## config.mk

```make
export PLATFORM = sky130hd
export DESIGN_NAME = itlb_refill_walker
export DESIGN_NICKNAME = d
export VERILOG_FILES = /design/src/rtl/itlb_refill_walker.sv
export SDC_FILE = /design/constraint.sdc
export NUM_CORES = 1
export LEC_CHECK = 0
export CAP_MARGIN = 25
export CORE_AREA = 2 2 115 173
export CTS_BUF_LIST = sky130_fd_sc_hd__clkbuf_2
export CTS_CLUSTER_DIAMETER = 150
export DETAILED_ROUTE_END_ITERATION = 8
export DIE_AREA = 0 0 117 175
export GPL_TIMING_DRIVEN = 1
export PLACE_DENSITY = 0.71
export SLEW_MARGIN = 30
export SYNTH_ARGS = -nofsm -noshare
export SYNTH_HDL_FRONTEND = slang
export SYNTH_SLANG_ARGS = --single-unit
```

## constraint.sdc

```tcl
create_clock -name clk -period 5.91 [get_ports clk]
set_input_delay 1.182 -clock clk [delete_from_list [all_inputs] [get_ports clk]]
set_output_delay 1.182 -clock clk [all_outputs]
set_load 0.01 [all_outputs]
```

## src/rtl/itlb_refill_walker.sv

```systemverilog
// itlb_refill_walker: single-level page-table walker that refills the iTLB on a fetch miss,
// or raises a one-cycle page-fault strobe with a held cause and faulting VA.
module itlb_refill_walker #(
    parameter int PAGE_BITS   = 12,
    parameter int MEM_TIMEOUT = 255
) (
    input  logic        clk,
    input  logic        reset,
    input  logic        vm_enable,
    input  logic [31:0] ptbr,
    input  logic        tlb_miss,
    input  logic [31:0] tlb_fault_addr,
    input  logic        flush,
    output logic        mem_read_en,
    output logic [31:0] mem_addr,
    input  logic [31:0] mem_rdata,
    input  logic        mem_ready,
    output logic        itlb_write_en,
    output logic [31:0] itlb_write_va,
    output logic [31:0] itlb_write_pa,
    output logic        busy,
    output logic        page_fault,
    output logic [31:0] fault_va,
    output logic [1:0]  fault_cause
);
    typedef enum logic [2:0] {IDLE, REQ, WRITE, SETTLE, FAULT, HOLD} state_t;
    localparam logic [7:0] LAST = 8'(MEM_TIMEOUT - 1);

    state_t      state, state_next;
    logic [7:0]  count;
    logic        abort_q;
    logic [31:0] va;
    logic [1:0]  cause_next;
    logic        stop;
    logic        done;
    logic        unused_pte_bits;

    assign unused_pte_bits = ^{mem_rdata[PAGE_BITS-1:4], mem_rdata[2:1]};
    assign stop          = flush | ~vm_enable;
    assign mem_read_en   = state == REQ;
    assign itlb_write_en = state == WRITE;
    assign page_fault    = state == FAULT;
    assign busy          = state != IDLE;

    // A read ends on completion or on the last allowed wait cycle.
    assign done = mem_ready | (count == LAST);

    always_comb begin
        state_next = state;
        cause_next = 2'b00;
        case (state)
            IDLE:   state_next = (tlb_miss & vm_enable & ~flush) ? REQ : IDLE;
            REQ: begin
                cause_next = ~mem_ready   ? 2'b11 :
                             ~mem_rdata[0] ? 2'b01 :
                             ~mem_rdata[3] ? 2'b10 : 2'b00;
                if (done)
                    state_next = (abort_q | stop) ? IDLE : (cause_next != 2'b00) ? FAULT : WRITE;
            end
            WRITE:  state_next = stop ? IDLE : SETTLE;
            SETTLE: state_next = IDLE;
            FAULT:  state_next = stop ? IDLE : HOLD;
            HOLD:   state_next = (stop | ~tlb_miss | (tlb_fault_addr != va)) ? IDLE : HOLD;
            default: state_next = IDLE;
        endcase
    end

    always_ff @(posedge clk or posedge reset) begin
        if (reset) state <= IDLE;
        else       state <= state_next;
    end

    always_ff @(posedge clk or posedge reset) begin
        if (reset) begin
            count         <= '0;
            abort_q       <= 1'b0;
            va            <= '0;
            mem_addr      <= '0;
            itlb_write_va <= '0;
            itlb_write_pa <= '0;
            fault_va      <= '0;
            fault_cause   <= '0;
        end else begin
            if (state == IDLE && state_next == REQ) begin
                va       <= tlb_fault_addr;
                count    <= '0;
                abort_q  <= 1'b0;
                mem_addr <= ptbr + 32'({tlb_fault_addr[31:PAGE_BITS], 2'b00});
            end
            if (state == REQ) begin
                count   <= count + 8'd1;
                abort_q <= abort_q | stop;
            end
            if (state == REQ && state_next == WRITE) begin
                itlb_write_va <= {va[31:PAGE_BITS], {PAGE_BITS{1'b0}}};
                itlb_write_pa <= {mem_rdata[31:PAGE_BITS], {PAGE_BITS{1'b0}}};
            end
            if (state == REQ && state_next == FAULT) begin
                fault_va    <= va;
                fault_cause <= cause_next;
            end
        end
    end
endmodule

```

* After elaboration in Yosys (flattened, before gate mapping)
Cells that the tools add are included.
Storage, ports and cells: register bits 150, input port bits 102, output and inout port bits 134, word-level logic and storage cells 53
Operators by class: add/sub/neg operators 2, equality and inequality tests 9, multiplexer cells 16, bitwise logic cells 10, reductions and logical operators 7
Operators with widths (count):
- $add 32x22->32 | 1
- $ne 32x32->1 | 1
- $mux 8 | 2
- $mux 3 | 5
- $pmux 3 s5 | 1
- $mux 2 | 5
- $eq 3x3->1 const B | 3
- $add 8x1->8 const B | 1
- $eq 8x8->1 const B | 1
- $eq 3x1->1 const B | 2
- $eq 3x2->1 const B | 2
- $or 1x1->1 | 5
- $reduce_bool 2->1 | 2
- $logic_and 1x1->1 | 3
- $logic_not 3->1 | 1
- $mux 1 | 3
- $not 1->1 | 3
- $reduce_bool 3->1 | 1
- $and 1x1->1 | 2

* Logic depth before layout (Yosys ltp)
Gate-level depths: netlist of the first run.
depth in word-level cells 12, mapped depth 10, depth with buffers taken out 10

* Worst setup path after synthesis of the first run
No wires, ideal clock.
path type in2reg, start in ptbr[2], end reg mem_addr[24], library setup time 135 ps, data arrival time 2849 ps, path slack 2926 ps, cell stages on the path 10, buffers on the path 0, path through ha_1 -> inv_1 -> fa_1 -> nor2b_1 -> o211ai_1 -> a311oi_2 -> o21ai_2 -> a21oi_1 -> xnor2_1 -> o21ai_0
Between the ends: word-level cells in the longest chain between the ends 1
RTL lines:
- start, declared | line 10 | input logic [31:0] ptbr,
- $add 32x22->32 | line 88 | mem_addr <= ptbr + 32'({tlb_fault_addr[31:PAGE_BITS], 2'b00});
- end signal, assigned | line 88
- end, declared | line 15 | output logic [31:0] mem_addr,
No other way between the ends. A chain may end at the register's enable or synchronous reset.

* Worst setup path in the final report of the first run
start reg state[2], end out mem_read_en
Between the ends: word-level cells in the longest chain between the ends 1
RTL lines:
- start, declared | line 29 | state_t state, state_next;
- start signal, assigned | line 70 | else state <= state_next;
- $eq 3x1->1 | line 40 | assign mem_read_en = state == REQ;
- end, declared | line 14 | output logic mem_read_en,
No other way between the ends.

==> metrics.md, run 1 <==
| Metric | Value |
|---|---|
| Gates resized, CTS repair | 0 |
| Crit path time final | 3.60 ns |
| Slew Limit Headroom | 37.8% |
| Final Max Tran Viols | 0 |
| Clk pin slew, worst setup/hold paths | 0.20 ns |
| Slew @ Worst Pin | 0.929 ns |
| Fmax | 278 MHz |
| Synth top area share | 50.1% |
| Overall power | 2.94 mW |
| Fin nets | 1035 |
| Initial antenna violation count | 1 |
| Max-Cap Viols | 0 |
| CTS Buffer Depth | 2 |
| CP Launch Type | flop |
| Hold-fix buffers, CTS | 0 |
| Clk root buf | clkbuf_2 |
| Register area share after synthesis | 50.1% |
| Final hold viol count | 0 |
| Clock latency on the worst-skew pair | 0.70 ns |
| Reg area | 0.00375 mm2 |
| Global-route met3 utilization | 3.71% |
| Hold Startpoint | mem_addr[5]$_DFFE_PP0P_ |
| Setup Viol. Count Final | 0 |
| Layout cell share with drive strength beyond 1 | 13.1% |
| Worst setup EP type | output port |
| Vias per cell | 4.86 |
| List of most frequent post-synthesis cells | 157 x nand2_1, 150 x dfrtp_1, 72 x mux2_2, 35 x xor2_1, 34 x o21ai_0 |
| Worst r2r src | state[2]$_DFF_PP0_ |
| Sink Count | 150 |
| Row count | 62 |
| Met2 Use GR | 35.6% |
| Post-CTS Setup Bufs | 0 |
| Worst-path fanout max | 13 |
| Grt peak-use layer | met2 |
| Synth area leaders | dfrtp_1 50%, mux2_2 11%, nand2_1 7.9% |
| First-pass GRT wire length | 30500 um |
| Unrepaired setup endpoints after global routing | false |
| # H-tree levels | 4 |
| Drt first pass iters | 4 |
| Die Ht | 175 um |
| Worst hold endpoint | mem_addr[5]$_DFFE_PP0P_ |
| Worst Reg-to-Reg Cells | 5 |
| WP data arrival | 2.42 ns |
| Syn Area/Cell | 10.5 um2 |
| Filler Cell Count | 1745 |
| Core box area | 0.0190 mm2 |
| Crit share post-route | 60.9% |
| Vias in the first global route | 5638 |
| Largest net degree at the start of global routing | 94 |
| I/O Pins | 236 |
| Maximum VDD drop | 0.127 mV |
| Fin Setup TNS | 0 ns |
| Worst hold slack | 0.510 ns |
| DRT antenna net count | 0 |
| Wirelength, routed | 19500 um |
| GPL Wtd Cong | 0.775 |
| Drt drc | 0 |
| DIE AREA | 0.0205 mm2 |
| GR Layer Usage met1 | 23.6% |
| Top cell type by total area after synthesis | dfrtp_1 |
| Status | finished, final reports clean |
| Gr usage total | 19.6% |
| Synth cell types | 56 |
| Capture point of the worst reg-to-reg path | fault_va[21]$_DFFE_PP0P_ |
| TritonCTS Buffers | 17 |
| Top_reg_cell synth | dfrtp_1 |
| Chip width | 117 um |
| Routed vias | 5739 |
| Worst Setup Path Type | reg2out |
| Initial DRC count | 326 |
| Critical path required time | 4.73 ns |
| Hold path cells | 2 |
| TritonCTS clock tree | yes |
| Multi-input logic area | 0.00346 mm2 |
| Power Dens Cells | 296 mW/mm2 |
| IO Port Bufs | 201 |
| Post-Synthesis Cells | 712 |
| Lkg Pwr | 4.62 nW |
| R2r setup slk | 3.40 ns |
| Number of synthesized register bits | 150 |
| Mapped Area | 0.00750 mm2 |
| Count leader, synth | nand2_1 |
| Worst Hold Class | reg2reg |
| EDFF count, synth | 0 |
| Max Clock Skew | 0.0295 ns |
| DR WL/cell | 16.5 um |
| Congestion Overflow GR | 0 |
| Yosys warns | 0 |
| DP Wirelength | 14400 um |
| Starting Density | 39.5% |
| Area growth from synthesis to layout | 32.3% |
| Ys async rst share | 100% |
[flip-flops by register name, summed over array words and instances, names as in the netlist]
| register | count |
|---|---|
| fault_va | 32 |
| mem_addr | 32 |
| va | 32 |
| itlb_write_pa | 20 |
| itlb_write_va | 20 |
| count | 8 |
| state | 3 |
| fault_cause | 2 |
| abort_q | 1 |
[cell type report]
type                            instances  area share (%)
Tap cell                              256            3.23
Clock buffer                           17           0.858
Sequential cell                       150            37.8
Antenna cell                            1          0.0252
Multi-Input combinational cell        524            34.9
Timing Repair Buffer                  205            20.8
Inverter                               12           0.505
Clock inverter                         15            1.88
[per-layer routing]
layer | part of all wire, % | vias up
met2 | 55 | 150
met5 | 0 | -
met3 | 4.3 | 14
met1 | 40 | 2790
met4 | 0.82 | 0
li1 | - | 2785
[worst max path at each step]
stage,to,cells after the start,start
floorplan,abort_q$_DFFE_PP0P_,1,reset
global placement,mem_addr[30]$_DFFE_PP0P_,11,tlb_fault_addr[12]
detailed placement,mem_addr[30]$_DFFE_PP0P_,11,tlb_fault_addr[12]
CTS,mem_read_en,4,state[2]$_DFF_PP0_
global route,mem_read_en,4,state[2]$_DFF_PP0_
finish,mem_read_en,4,state[2]$_DFF_PP0_
[placed cells by master (no fill, tap or decap), types with 5 or more instances in the layout]
cell type | netlist | routed
xnor2_1 | 25 | 25
mux2_2 | 72 | 72
and3_1 | 5 | 5
ha_1 | 22 | 22
nor2_1 | 21 | 20
nand2_1 | 157 | 157
o21ai_0 | 34 | 34
nand3_1 | 13 | 13
nor4_1 | 7 | 7
inv_1 | 12 | 11
conb_1 | 1 | 24
dfrtp_1 | 150 | 150
xor2_1 | 35 | 35
a21o_1 | 7 | 7
clkdlybuf4s50_1 | 0 | 201
clkbuf_2 | 0 | 17
nand2b_1 | 5 | 5
a21oi_1 | 27 | 27
nand4_1 | 7 | 7
o21ai_1 | 12 | 12
[metrics by stage]
stage                     cell area (um2)  instances  util, %  worst slack, ns
after floorplan                      7580        735        -            0.692
after global placement               9610       1146     50.6             1.90
after detailed placement             9640       1147     50.7             1.92
after CTS                            9920       1179     52.2             2.18
after global routing                 9920       1180     52.2             2.10
final                                9920       1180     52.2             2.31
[logic make-up (layout without fill, tap and decap cells)]
logic type      after synthesis  after routing  synth area share [%]
compound gates              112            112                  9.54
xor+xnor                     60             60                  7.01
fa+ha+maj                    23             23                  3.94
buf+inv                      61            249                  5.16
flops                       150            150                  50.1
mux                          72             72                  10.8
other cells                   1             25                0.0500
simple gates                233            233                  13.4
[worst max-delay path, stage by stage (launching register included)]
cell and delay, ns:
dfrtp_1 0.45, nor2_1 0.14, nand2_1 0.28, inv_1 0.29, clkdlybuf4s50_1 0.59
[power breakdown]
group	internal [mW]	switching, mW
logic	0.510	0.408
clock network	0.272	0.372
registers	1.23	0.145
total	2.01	0.925
(Power assumes the default switching activity.)
==> run 2, diff against run 1 <==
--- a/config.mk
+++ b/config.mk
@@ -12,7 +12,7 @@
 export DETAILED_ROUTE_END_ITERATION = 8
 export DIE_AREA = 0 0 117 175
 export GPL_TIMING_DRIVEN = 1
-export PLACE_DENSITY = 0.71
+export PLACE_DENSITY = 0.73
 export SLEW_MARGIN = 30
 export SYNTH_ARGS = -nofsm -noshare
 export SYNTH_HDL_FRONTEND = slang
==> constraint.sdc (replaced) <==
create_clock -name clk -period 3.3 [get_ports clk]
set_input_delay 0.66 -clock clk [delete_from_list [all_inputs] [get_ports clk]]
set_output_delay 0.66 -clock clk [all_outputs]
set_load 0.01 [all_outputs]
==> metrics.md, run 2 (synthesis gave the netlist of run 1 again) <==
| Metric | Value |
|---|---|
| Lkg Pwr | 4.67 nW |
| Top Registers | fault_va: 32 flops, mem_addr: 32 flops, va: 32 flops |
| WP data arrival | 2.32 ns |
| Core box area | 0.0190 mm2 |
| Wirelength, routed | 19600 um |
| Setup Viol. Count Final | 0 |
| IO Port Bufs | 201 |
| Chip width | 117 um |
| Final hold viol count | 0 |
| Clk root buf | clkbuf_2 |
| Initial antenna violation count | 1 |
| Max Clock Skew | 0.0252 ns |
| Most frequent cells in the layout | 201 x clkdlybuf4s50_1, 157 x nand2_1, 150 x dfrtp_1 |
| DRT antenna net count | 0 |
| Clock latency on the worst-skew pair | 0.73 ns |
| Filler Cell Count | 1700 |
| Final Instance Area | 0.0100 mm2 |
| Hold-fix buffers, CTS | 0 |
| Gates resized, CTS repair | 0 |
| Max-Cap Viols | 0 |
| Initial DRC count | 224 |
| Int Power | 3.62 mW |
| Row count | 62 |
| Vias per cell | 4.87 |
| # H-tree levels | 4 |
| DP Wirelength | 14600 um |
| Crit path time final | 2.98 ns |
| Critical path required time | 2.64 ns |
| Post-CTS Setup Bufs | 0 |
| Status | finished, final reports clean |
| Fin Setup TNS | 0 ns |
| Sw power | 1.66 mW |
| Worst setup EP type | output port |
| Slew Limit Headroom | 52.0% |
| DIE AREA | 0.0205 mm2 |
| Commonest non-fill, non-tap cell in the layout | clkdlybuf4s50_1 |
| Worst-path fanout max | 13 |
| Capture point of the worst reg-to-reg path | itlb_write_pa[29]$_DFFE_PP0P_ |
| Worst r2r src | state[2]$_DFF_PP0_ |
| Gr usage total | 19.9% |
| TritonCTS Buffers | 17 |
| Final Max Tran Viols | 0 |
| Crit share post-route | 90.4% |
| Slew @ Worst Pin | 0.716 ns |
| Unrepaired setup endpoints after global routing | false |
| Starting Density | 39.5% |
| CP Launch Type | flop |
| Power Dens Cells | 528 mW/mm2 |
| First-pass GRT wire length | 30900 um |
| Fmax | 335 MHz |
| Placed cell area | 0.00974 mm2 |
| Die Ht | 175 um |
| Worst Hold Class | in2async |
| Worst Reg-to-Reg Cells | 5 |
| Clk pwr share | 21.9% |
| Worst hold slack | 0.172 ns |
| Maximum VDD drop | 0.232 mV |
| DR WL/cell | 16.5 um |
| GPL Wtd Cong | 0.856 |
| Combinational power share | 31.3% |
| I/O Pins | 236 |
| Largest net degree at the start of global routing | 81 |
| R2r setup slk | 0.96 ns |
| Layout cell share with drive strength beyond 1 | 14.2% |
| Worst Setup Path Type | reg2out |
| Overall power | 5.29 mW |
| Vias in the first global route | 5763 |
| Drt drc | 0 |
| CTS Buffer Depth | 2 |
| Fin nets | 1046 |
| Flop pwr share | 46.7% |
| Sink Count | 150 |
| Congestion Overflow GR | 0 |
| Area growth from synthesis to layout | 33.6% |
| TritonCTS clock tree | yes |
| Routed vias | 5795 |
| Drt first pass iters | 4 |
| Clk pin slew, worst setup/hold paths | 0.20 ns |
| Sw Ratio | 31.4% |
[run 2: worst max path at each step]
| stage | endpoint | start | slack [ns] |
|---|---|---|---|
| 6_report | mem_read_en | state[2]$_DFF_PP0_ | 0.32 |
| 2_1_floorplan | abort_q$_DFFE_PP0P_ | reset | 0.75 |
| 5_1_grt | mem_read_en | state[2]$_DFF_PP0_ | 0.06 |
| 4_1_cts | mem_read_en | state[2]$_DFF_PP0_ | 0.13 |
| 3_5_place_dp | mem_addr[24]$_DFFE_PP0P_ | tlb_fault_addr[12] | 0.004 |
| 3_3_place_gp | mem_addr[30]$_DFFE_PP0P_ | tlb_fault_addr[12] | 0.04 |
[run 2: cell type report]
cell class                 instances  area (um2)  share of cell area, %
clock buffer                      18        90.1                  0.900
multi-input combinational        524        3460                   34.5
tap                              256         320                   3.20
timing repair buffer             216        2160                   21.6
sequential                       150        3750                   37.5
inverter                          12        48.8                  0.487
clock inverter                    14         181                   1.81
antenna                            1        2.50                 0.0250
[run 2: per-stage QoR]
| step | utilization, % | std cells | worst slack, ns |
|---|---|---|---|
| after floorplan | - | 735 | 0.751 |
| after global placement | 51.1 | 1157 | 0.0369 |
| after detailed placement | 51.3 | 1158 | 0.00368 |
| after CTS | 52.7 | 1190 | 0.129 |
| after global routing | 52.7 | 1191 | 0.0608 |
| final | 52.7 | 1191 | 0.318 |
[run 2: routing by layer]
layer	global-route usage, %	vias up	wire length [um]
li1	-	2805	-
met1	23.5	2799	8080
met2	35.1	167	10300
met3	3.88	24	788
met4	7.35	0	448
met5	0	-	0
[run 2: power groups by stage]
stage / logic, mW / registers (mW) / clock network (mW)
2_1_floorplan: 0.672 / 2.60 / 0
3_3_place_gp: 1.64 / 2.50 / 0
3_5_place_dp: 1.67 / 2.51 / 0
4_1_cts: 1.68 / 2.47 / 1.21
5_1_grt: 1.81 / 2.53 / 1.30
6_report: 1.66 / 2.47 / 1.16
[run 2: critical path, cell delays in order, from the launching register on]
cell and delay (ns):
dfrtp_1 0.45, nor2_1 0.11, nand2_1 0.26, inv_2 0.23
clkdlybuf4s50_1 0.56
